--- config.mk ---
export PLATFORM = sky130hd
export DESIGN_NAME = param_load_buffer_flat
export DESIGN_NICKNAME = d
export VERILOG_FILES = /design/src/rtl/param_load_buffer_if.sv /design/src/rtl/param_load_buffer.sv /design/src/flat_wrapper.sv
export SDC_FILE = /design/constraint.sdc
export NUM_CORES = 1
export LEC_CHECK = 0
export ABC_AREA = 1
export CAP_MARGIN = 20
export CORE_ASPECT_RATIO = 2
export CORE_UTILIZATION = 59
export CTS_CLUSTER_DIAMETER = 150
export DETAILED_ROUTE_END_ITERATION = 8
export GPL_ROUTABILITY_DRIVEN = 1
export PLACE_DENSITY = 0.83
export SLEW_MARGIN = 20
export SYNTH_ARGS = -nofsm -noshare
export SYNTH_HDL_FRONTEND = slang
export SYNTH_SLANG_ARGS = --single-unit
--- constraint.sdc ---
create_clock -name clk -period 5.45 [get_ports clk]
set_input_delay 1.635 -clock clk [delete_from_list [all_inputs] [get_ports clk]]
set_output_delay 1.635 -clock clk [all_outputs]
set_load 0.005 [all_outputs]
--- src/rtl/param_load_buffer_if.sv ---
// Byte-load and frame-output bundle for param_load_buffer.
// slave = the buffer itself, master = whoever feeds bytes and drains frames.
interface param_load_buffer_if #(
    parameter int NUM_BYTES = 33,
    parameter int BYTE_W    = 8,
    parameter int ADDR_W    = 6
);
    logic [BYTE_W-1:0]           data_in;
    logic                        in_valid;
    logic                        in_ready;
    logic                        addr_mode;
    logic [ADDR_W-1:0]           addr;
    logic                        commit;
    logic                        clear;
    logic [NUM_BYTES*BYTE_W-1:0] data_out;
    logic                        out_valid;
    logic                        out_ready;
    logic [ADDR_W-1:0]           byte_count;
    logic                        addr_err;

    modport slave (
        input  data_in, in_valid, addr_mode, addr, commit, clear, out_ready,
        output in_ready, data_out, out_valid, byte_count, addr_err
    );

    modport master (
        output data_in, in_valid, addr_mode, addr, commit, clear, out_ready,
        input  in_ready, data_out, out_valid, byte_count, addr_err
    );
endinterface

--- src/rtl/param_load_buffer.sv ---
// Double-banked frame loader: bytes land in L, a completed frame moves to O the same edge (O valid next cycle).
// in_ready drops while a finished frame waits in L behind an unconsumed O; out side is valid/ready.
module param_load_buffer #(
    parameter int NUM_BYTES = 33,
    parameter int BYTE_W    = 8,
    parameter int ADDR_W    = 6
) (
    input  logic                 clk,
    input  logic                 rst,
    param_load_buffer_if.slave   bus
);
    localparam int                FRAME_W  = NUM_BYTES * BYTE_W;
    localparam logic [ADDR_W-1:0] LAST_IDX = ADDR_W'(NUM_BYTES - 1);
    localparam logic [ADDR_W-1:0] NUM_IDX  = ADDR_W'(NUM_BYTES);

    typedef enum logic {
        LOAD = 1'b0,
        PEND = 1'b1
    } state_t;

    state_t              state;
    state_t              state_nxt;

    logic [FRAME_W-1:0]  load_q;
    logic [FRAME_W-1:0]  load_nxt;
    logic [FRAME_W-1:0]  out_q;
    logic [ADDR_W-1:0]   wr_ptr;
    logic [ADDR_W-1:0]   wr_ptr_nxt;
    logic                out_valid_q;
    logic                addr_err_q;

    logic                in_ready;
    logic                xfer_load;
    logic                xfer_pend;

    logic                wr_acc;
    logic                stream_wr;
    logic                addr_wr;
    logic                addr_ok;
    logic                commit_acc;
    logic                stream_last;
    logic                frame_done;
    logic                consume;
    logic                byte_we;
    logic [ADDR_W-1:0]   wr_idx;

    // clear wins over any same-cycle write or commit
    assign wr_acc      = bus.in_valid && in_ready && !bus.clear;
    assign stream_wr   = wr_acc && !bus.addr_mode;
    assign addr_wr     = wr_acc && bus.addr_mode;
    assign addr_ok     = (bus.addr < NUM_IDX);
    assign commit_acc  = bus.commit && in_ready && bus.addr_mode && !bus.clear;
    assign stream_last = stream_wr && (wr_ptr == LAST_IDX);
    assign frame_done  = stream_last || commit_acc;
    assign consume     = out_valid_q && bus.out_ready;
    assign byte_we     = stream_wr || (addr_wr && addr_ok);
    assign wr_idx      = bus.addr_mode ? bus.addr : wr_ptr;

    // Load bank with this cycle's byte merged in, so a closing write lands in the frame.
    always_comb begin
        load_nxt = load_q;
        for (int i = 0; i < NUM_BYTES; i++) begin
            if (byte_we && (wr_idx == ADDR_W'(i))) begin
                load_nxt[i*BYTE_W +: BYTE_W] = bus.data_in;
            end
        end
    end

    always_comb begin
        wr_ptr_nxt = wr_ptr;
        if (bus.clear) begin
            wr_ptr_nxt = '0;
        end else if (stream_wr) begin
            wr_ptr_nxt = (wr_ptr == LAST_IDX) ? '0 : wr_ptr + ADDR_W'(1);
        end
    end

    always_ff @(posedge clk) begin
        if (!rst) begin
            state <= LOAD;
        end else begin
            state <= state_nxt;
        end
    end

    always_comb begin
        state_nxt = state;
        case (state)
            LOAD: begin
                if (frame_done && out_valid_q && !bus.out_ready) begin
                    state_nxt = PEND;
                end
            end
            PEND: begin
                if (bus.clear || consume) begin
                    state_nxt = LOAD;
                end
            end
            default: state_nxt = LOAD;
        endcase
    end

    always_comb begin
        in_ready  = 1'b0;
        xfer_load = 1'b0;
        xfer_pend = 1'b0;
        case (state)
            LOAD: begin
                in_ready  = 1'b1;
                xfer_load = frame_done && (!out_valid_q || consume);
            end
            PEND: begin
                xfer_pend = consume && !bus.clear;
            end
            default: ;
        endcase
    end

    always_ff @(posedge clk) begin
        if (!rst) begin
            load_q      <= '0;
            out_q       <= '0;
            wr_ptr      <= '0;
            out_valid_q <= 1'b0;
            addr_err_q  <= 1'b0;
        end else begin
            load_q     <= load_nxt;
            wr_ptr     <= wr_ptr_nxt;
            addr_err_q <= addr_wr && !addr_ok;
            if (xfer_load) begin
                out_q <= load_nxt;
            end else if (xfer_pend) begin
                out_q <= load_q;
            end
            if (xfer_load || xfer_pend) begin
                out_valid_q <= 1'b1;
            end else if (consume) begin
                out_valid_q <= 1'b0;
            end
        end
    end

    assign bus.in_ready   = in_ready;
    assign bus.data_out   = out_q;
    assign bus.out_valid  = out_valid_q;
    assign bus.byte_count = wr_ptr;
    assign bus.addr_err   = addr_err_q;
endmodule

--- src/flat_wrapper.sv ---
// flat-port wrapper written by rule: the top's interface ports become plain ports
module param_load_buffer_flat 
#(
    parameter int NUM_BYTES = 33,
    parameter int BYTE_W    = 8,
    parameter int ADDR_W    = 6
)
  (clk, rst, bus_data_in, bus_in_valid, bus_addr_mode, bus_addr, bus_commit, bus_clear, bus_out_ready, bus_in_ready, bus_data_out, bus_out_valid, bus_byte_count, bus_addr_err);
  param_load_buffer_if #(.NUM_BYTES(NUM_BYTES), .BYTE_W(BYTE_W), .ADDR_W(ADDR_W)) bus_i ();
  input  logic clk;
  input  logic rst;
  input wire logic [$bits(bus_i.data_in)-1:0] bus_data_in;
  input wire logic [$bits(bus_i.in_valid)-1:0] bus_in_valid;
  input wire logic [$bits(bus_i.addr_mode)-1:0] bus_addr_mode;
  input wire logic [$bits(bus_i.addr)-1:0] bus_addr;
  input wire logic [$bits(bus_i.commit)-1:0] bus_commit;
  input wire logic [$bits(bus_i.clear)-1:0] bus_clear;
  input wire logic [$bits(bus_i.out_ready)-1:0] bus_out_ready;
  output wire logic [$bits(bus_i.in_ready)-1:0] bus_in_ready;
  output wire logic [$bits(bus_i.data_out)-1:0] bus_data_out;
  output wire logic [$bits(bus_i.out_valid)-1:0] bus_out_valid;
  output wire logic [$bits(bus_i.byte_count)-1:0] bus_byte_count;
  output wire logic [$bits(bus_i.addr_err)-1:0] bus_addr_err;
  assign bus_i.data_in = bus_data_in;
  assign bus_i.in_valid = bus_in_valid;
  assign bus_i.addr_mode = bus_addr_mode;
  assign bus_i.addr = bus_addr;
  assign bus_i.commit = bus_commit;
  assign bus_i.clear = bus_clear;
  assign bus_i.out_ready = bus_out_ready;
  assign bus_in_ready = bus_i.in_ready;
  assign bus_data_out = bus_i.data_out;
  assign bus_out_valid = bus_i.out_valid;
  assign bus_byte_count = bus_i.byte_count;
  assign bus_addr_err = bus_i.addr_err;
  param_load_buffer #(.NUM_BYTES(NUM_BYTES), .BYTE_W(BYTE_W), .ADDR_W(ADDR_W)) u_core (.clk(clk), .rst(rst), .bus(bus_i));
endmodule
==> flow_summary.yaml, run 1 <==
final_layout:
  fraction_of_layout_cells_with_a_size_suffix_above_1_pct: 5.858
  layout_common_cells: "977 x nand2_1, 539 x inv_1, 537 x dfxtp_1"
  nets: 3658
  final_core_utilization_pct: 70.51
  area_growth_syn_to_layout_pct: 18.02
  layout_commonest_cell: "nand2_1"
  finish.instance_area_um2: 30020
synthesis:
  synth_fp_nets: 3544
  yosys.cell_types.count: 30
  syn_avg_cell_area_um2: 7.224
  synth_sequential_area_ratio_pct: 42.26
  post_synth_inst_count: 3521
  yosys_warning_total: 0
  yosys_reg_bits: 537
  syn_area_um2: 25440
clock_network:
  tritoncts: "yes"
  worstSkewPairLatency_ps: 570
  post_cts.repair.setup_buffers: 0
  clock_path_buffers: 3
  cts_resized: 0
  cts.clk_slew.worst_paths_ps: 70
  htree_levels: 2
  cts_buffers: 47
  cts.sinks: 537
  clockRootBuffer: "clkbuf_16"
  hold_buffers: 0
sta:
  final_min_period_over_clock_period_pct: 71.30
  final.min_clock_period_ps: 3886
  maxSlewViolCount: 0
  final-hold-violation-count: 0
  relative_slew_slack_pct: 21.64
  finClkSkew_ps: 21.36
  final.setup.tns_ps: 0
  setup_violations: 0
  worst_slew_pin_slew_ps: 1174
  maxClockFrequency_ghz: 0.2573
  unrepaired_setup_endpoints_after_global_routing: "no"
  fin_worst_hold_slack_ps: 528.0
worst_setup_path:
  crit_path_end_kind: "flop"
  crit_buf_inv: 5
  worstPathRequired_ps: 5960
  slowest_delay_ps: 660
  critical_path_class: "in -> reg"
  critical_path_startpoint_category: "input pin"
  critPathTopFamily: "buffers and inverters"
  arrival_ps: 4400
  crit_top_cell: "nand2_1"
  cp_slowest_cell: "clkdlybuf4s50_1"
  worst-path-max-fanout: 55
  crit_chain: "clkdlybuf4s50_1, nand2_1, inv_1, nand2_1, nand2_1, inv_8, buf_12, buf_4, nand2_2, nand2_1, nand4_1, nand2_1"
floorplanning:
  floorplan.die.height_um: 295.6
  core_area_um2: 42570
  fp-row-count: 107
  initial_cell_density_of_the_core_pct: 59.75
  die_w_um: 148.8
  pin_count: 294
  die-area_um2: 44000
grt:
  antenna_found_initial: 3
  first_pass_grt_wire_length_mm: 120.2
  globalRouteOverflowTotal: 0
  grt_util_all_layers_pct: 33.96
  grt_pass1_vias: 23760
  grt_start_max_net_pins: 236
routing:
  drt-total-wl_mm: 75.73
  initial_drt_pass_iterations: 7
  vias: 24940
  drt-initial-drc-count: 1838
  routed_via_density: 5.915
  routed_wire_length_per_instance_um: 17.96
  drtAntennaViolNets: 0
  remaining_drc_errors: 0
placement:
  hpwl_after_detailed_placement_mm: 46.87
  place.port_buffers: 293
  placed_area_um2: 28470
  place_congestion: 0.8868
power_and_ir_drop:
  cellPowerDensity_nw_per_um2: 261.4
  ir_worst_vdd_v: 0.0002771
  leakage_nw: 14.87
run:
  maxCapViolCount: 0
outcome:
  status: "finished clean"
worst_hold_path:
  worst_hold_path_type: "reg -> reg"
tightest hold or removal path, stage by stage (launching register included):
cell and delay [ps]:
dfxtp_1 320, o21ai_0 100, a21oi_1 70
metal layers:
metal	GRT usage [%]	share of wire, %	up-vias
li1	-	-	11910
met1	39.62	38	11720
met2	57.74	48	1079
met3	5.369	7.7	228
met4	21.33	6.0	4
met5	0	0.038	-
through the flow:
step                cells  power [mW]  setup slack [ps]
CTS                  4215       7.867              1642
floorplan            3521       4.364              2512
global placement     4131       4.507              1160
detailed placement   4131       4.519              1072
finish               4216       7.849              1564
global route         4215       8.051              1413
state kept, by name, summed over array words and instances (netlist names):
register               cells
u_core.bus.byte_count      6
u_core.load_q            264
u_core.state               1
u_core.bus.data_out      264
u_core.bus.addr_err        1
u_core.bus.out_valid       1
cell type report:
| type | instances | area [um2] |
|---|---|---|
| Multi-Input combinational cell | 2169 | 11510 |
| Inverter | 552 | 2087 |
| Clock inverter | 12 | 125.1 |
| Timing Repair Buffer | 328 | 3438 |
| Tap cell | 545 | 681.9 |
| Sequential cell | 537 | 10750 |
| Clock buffer | 72 | 1423 |
| Fill cell | 3505 | 12550 |
| Antenna cell | 1 | 2.502 |
synthesized netlist by cell type:
cell / n / area share (%)
ha_1: 2 / 0.098
nand4_1: 248 / 6.1
o2111ai_1: 264 / 9.1
buf_6: 1 / 0.044
nor3_1: 5 / 0.098
nor2_8: 19 / 1.5
a31oi_1: 1 / 0.025
nor2_1: 141 / 2.1
inv_1: 548 / 8.1
xor2_1: 1 / 0.034
a21oi_1: 20 / 0.39
buf_4: 2 / 0.059
o21bai_1: 8 / 0.24
inv_4: 2 / 0.049
buf_2: 82 / 1.6
inv_2: 2 / 0.030
nand2_4: 11 / 0.49
nand2_1: 978 / 14
nor2_2: 4 / 0.098
nand2_2: 37 / 0.91
buf_1: 22 / 0.32
and3_1: 118 / 2.9
nor3b_1: 3 / 0.089
nand3_1: 277 / 5.5
o21ai_1: 1 / 0.020
nor2_4: 20 / 0.89
o21ai_0: 11 / 0.22
dfxtp_1: 537 / 42
clkbuf_1: 154 / 2.3
buf_8: 2 / 0.12
kinds of logic after synthesis:
logic type | share of synthesized area [%]
AND/OR/NAND/NOR | 35.03
buffers and inverters | 12.60
flip-flops | 42.26
AO/OA/AOI/OAI | 9.980
adder cells (fa/ha/maj) | 0.09836
XOR/XNOR | 0.03444
power breakdown:
part	switching [mW]	internal [mW]	leakage (nW)	total [mW]
Clock	1.51	1.90	0.768	3.41
Sequential	0.0145	3.95	4.33	3.96
Combinational	0.383	0.0971	9.78	0.480
path summary, 6_finish.rpt:
path / from / end / slack (ps) / cells after the start
min: u_core.load_q[248] / u_core.load_q[248] / 530 / 2
min reg2reg: u_core.load_q[248] / u_core.load_q[248] / 530 / 2
max: bus_addr_mode / u_core.bus.data_out[27] / 1560 / 12
max reg2reg: u_core.state / u_core.bus.data_out[27] / 2910 / 11
Power figures use the tool's default switching activity.
==> run 2: changes to the inputs <==
Settings changed: CORE_UTILIZATION 59 to 57, PLACE_DENSITY 0.83 to 0.81.
Clock period 5.45 ns to 3.69 ns, I/O delays scaled along.
==> run 2 against run 1 <==
  * Highest routed layer unchanged
  * Largest power group unchanged
  * Critical path depth stayed put
  * Sequential cell count did not move
  * Sequential share of layout area down 0.57 points
  * Register-to-register slack got worse by 1400 ps
  * Wire length shrank 2.5%
  * Die area is 3.5% higher
  * Clock skew fell by 4.0 ps
  * Global-route usage fell by 1.8 points
  * Clock-buffer cell count fell by 3
  * First-iteration DRC count fell by 6.7%
  * Hold slack worse by 11 ps
  * Setup slack lost 670 ps
==> flow_summary.yaml, run 2 (same netlist as run 1, synthesis figures left out) <==
placement:
  dpl.cell_count: 4163
  hpwl_after_detailed_placement_mm: 47.39
  place.port_buffers: 293
  place_congestion: 0.8552
  placed_area_um2: 28940
  place_ws_ps: 337.9
worst_setup_path:
  worstPathRequired_ps: 4150
  crit_path_end_kind: "flop"
  regToRegSetupSlack_ps: 1510
  ff2ff_path_depth: 10
  timing.critical_path.from: "bus_addr_mode"
  capture_point_of_the_worst_path: "u_core.bus.data_out[189]"
  critical_path_class: "in -> reg"
  worst-path-max-fanout: 13
  arrival_ps: 3260
  timing.rr.end: "u_core.bus.data_out[209]"
  critical_path_startpoint_category: "input pin"
  worstReg2RegStart: "u_core.bus.byte_count[0]"
routing:
  drtAntennaViolNets: 0
  initial_drt_pass_iterations: 5
  remaining_drc_errors: 0
  routed_via_density: 5.752
  drt-total-wl_mm: 73.84
  vias: 24430
  routed_wire_length_per_instance_um: 17.39
  drt-initial-drc-count: 1715
clock_network:
  cts_resized: 0
  cts_buffers: 46
  clock_path_buffers: 3
  cts.sinks: 537
  htree_levels: 2
  cts.clk_slew.worst_paths_ps: 70
  hold_buffers: 0
  worstSkewPairLatency_ps: 570
  post_cts.repair.setup_buffers: 0
  tritoncts: "yes"
  clockRootBuffer: "clkbuf_16"
grt:
  globalRouteOverflowTotal: 0
  grt_pass1_vias: 22270
  grt_start_max_net_pins: 171
  grt_util_all_layers_pct: 32.12
  first_pass_grt_wire_length_mm: 116.8
  antenna_found_initial: 1
final_layout:
  layout_commonest_cell: "nand2_1"
  area_growth_syn_to_layout_pct: 19.91
  multi_input_area_um2: 11510
  layout_common_cells: "977 x nand2_1, 539 x inv_1, 537 x dfxtp_1"
  n_antenna_cell: 0
  fraction_of_layout_cells_with_a_size_suffix_above_1_pct: 6.446
  finish.instance_area_um2: 30500
  filler_cell_count: 3718
  area.sequential_um2: 10750
  final_core_utilization_pct: 69.24
  stdcell_count: 4247
  nets: 3679
sta:
  final_min_period_over_clock_period_pct: 75.89
  finClkSkew_ps: 17.38
  fin_worst_hold_slack_ps: 517.4
  fin_ws_ps: 889.7
  maxSlewViolCount: 0
  maxClockFrequency_ghz: 0.3571
  setup_violations: 0
  final.setup.tns_ps: 0
  final-hold-violation-count: 0
  final.min_clock_period_ps: 2800
  unrepaired_setup_endpoints_after_global_routing: "no"
  relative_slew_slack_pct: 42.81
  worst_slew_pin_slew_ps: 857.9
floorplanning:
  core_area_um2: 44050
  die-area_um2: 45530
  initial_cell_density_of_the_core_pct: 57.74
  fp-row-count: 109
  die_w_um: 151.4
  floorplan.die.height_um: 300.8
  pin_count: 294
worst_hold_path:
  worst_hold_path_type: "reg -> reg"
power_and_ir_drop:
  cellPowerDensity_nw_per_um2: 384.1
  leakage_nw: 15.10
  fin_total_pwr_mw: 11.71
  ir_worst_vdd_v: 0.0003517
run:
  maxCapViolCount: 0
outcome:
  status: "finished clean"
## run 2: changes by cell type in the layout (fill, tap and decap cells not counted), moves of 2 or more
cell / previous run / this run
clkbuf_8: 11 / 9
clkinv_2: 8 / 11
bufinv_16: 2 / 4
buf_12: 19 / 42
## run 2: power breakdown
group          leakage, nW  internal, mW  switching (mW)
Combinational         9.99         0.175           0.569
Sequential            4.33          5.83          0.0211
Clock                0.781          2.89            2.23
Total                 15.1          8.89            2.82
## run 2: final cells by class
| cell class | instances | share of cell area [%] |
|---|---|---|
| Clock buffer | 69 | 4.561 |
| Clock inverter | 15 | 0.5743 |
| Inverter | 552 | 6.842 |
| Multi-Input combinational cell | 2169 | 37.74 |
| Sequential cell | 537 | 35.24 |
| Tap cell | 555 | 2.277 |
| Timing Repair Buffer | 350 | 12.76 |
## run 2: how the worst min path moves through the flow
stage                     depth (start not counted)          startpoint                  endpoint  slack [ps]
after floorplan                                   2  u_core.load_q[248]        u_core.load_q[248]         480
after global placement                            2  u_core.load_q[252]        u_core.load_q[252]         500
after detailed placement                          2  u_core.load_q[249]        u_core.load_q[249]         500
after CTS                                         2  u_core.load_q[249]        u_core.load_q[249]         510
after global routing                              2  u_core.load_q[255]  u_core.bus.data_out[255]         560
final                                             2  u_core.load_q[249]        u_core.load_q[249]         520
## run 2: per-layer routing
metal	track usage (%)	vias up	wire length, um
met5	0	-	11
met4	14.26	2	3317
met3	4.273	171	4910
met2	55.28	862	36610
met1	39.31	11440	28990
li1	-	11960	-
## run 2: critical path, cell delays in order
cell and delay, ps:
clkdlybuf4s50_1 480, inv_2 180, nand2_1 70, nand2_1 190
nor2_4 80, inv_4 370, buf_4 320, nor2_8 90
nand2_4 110, nand2_1 80, nand4_1 90, nand2_1 70
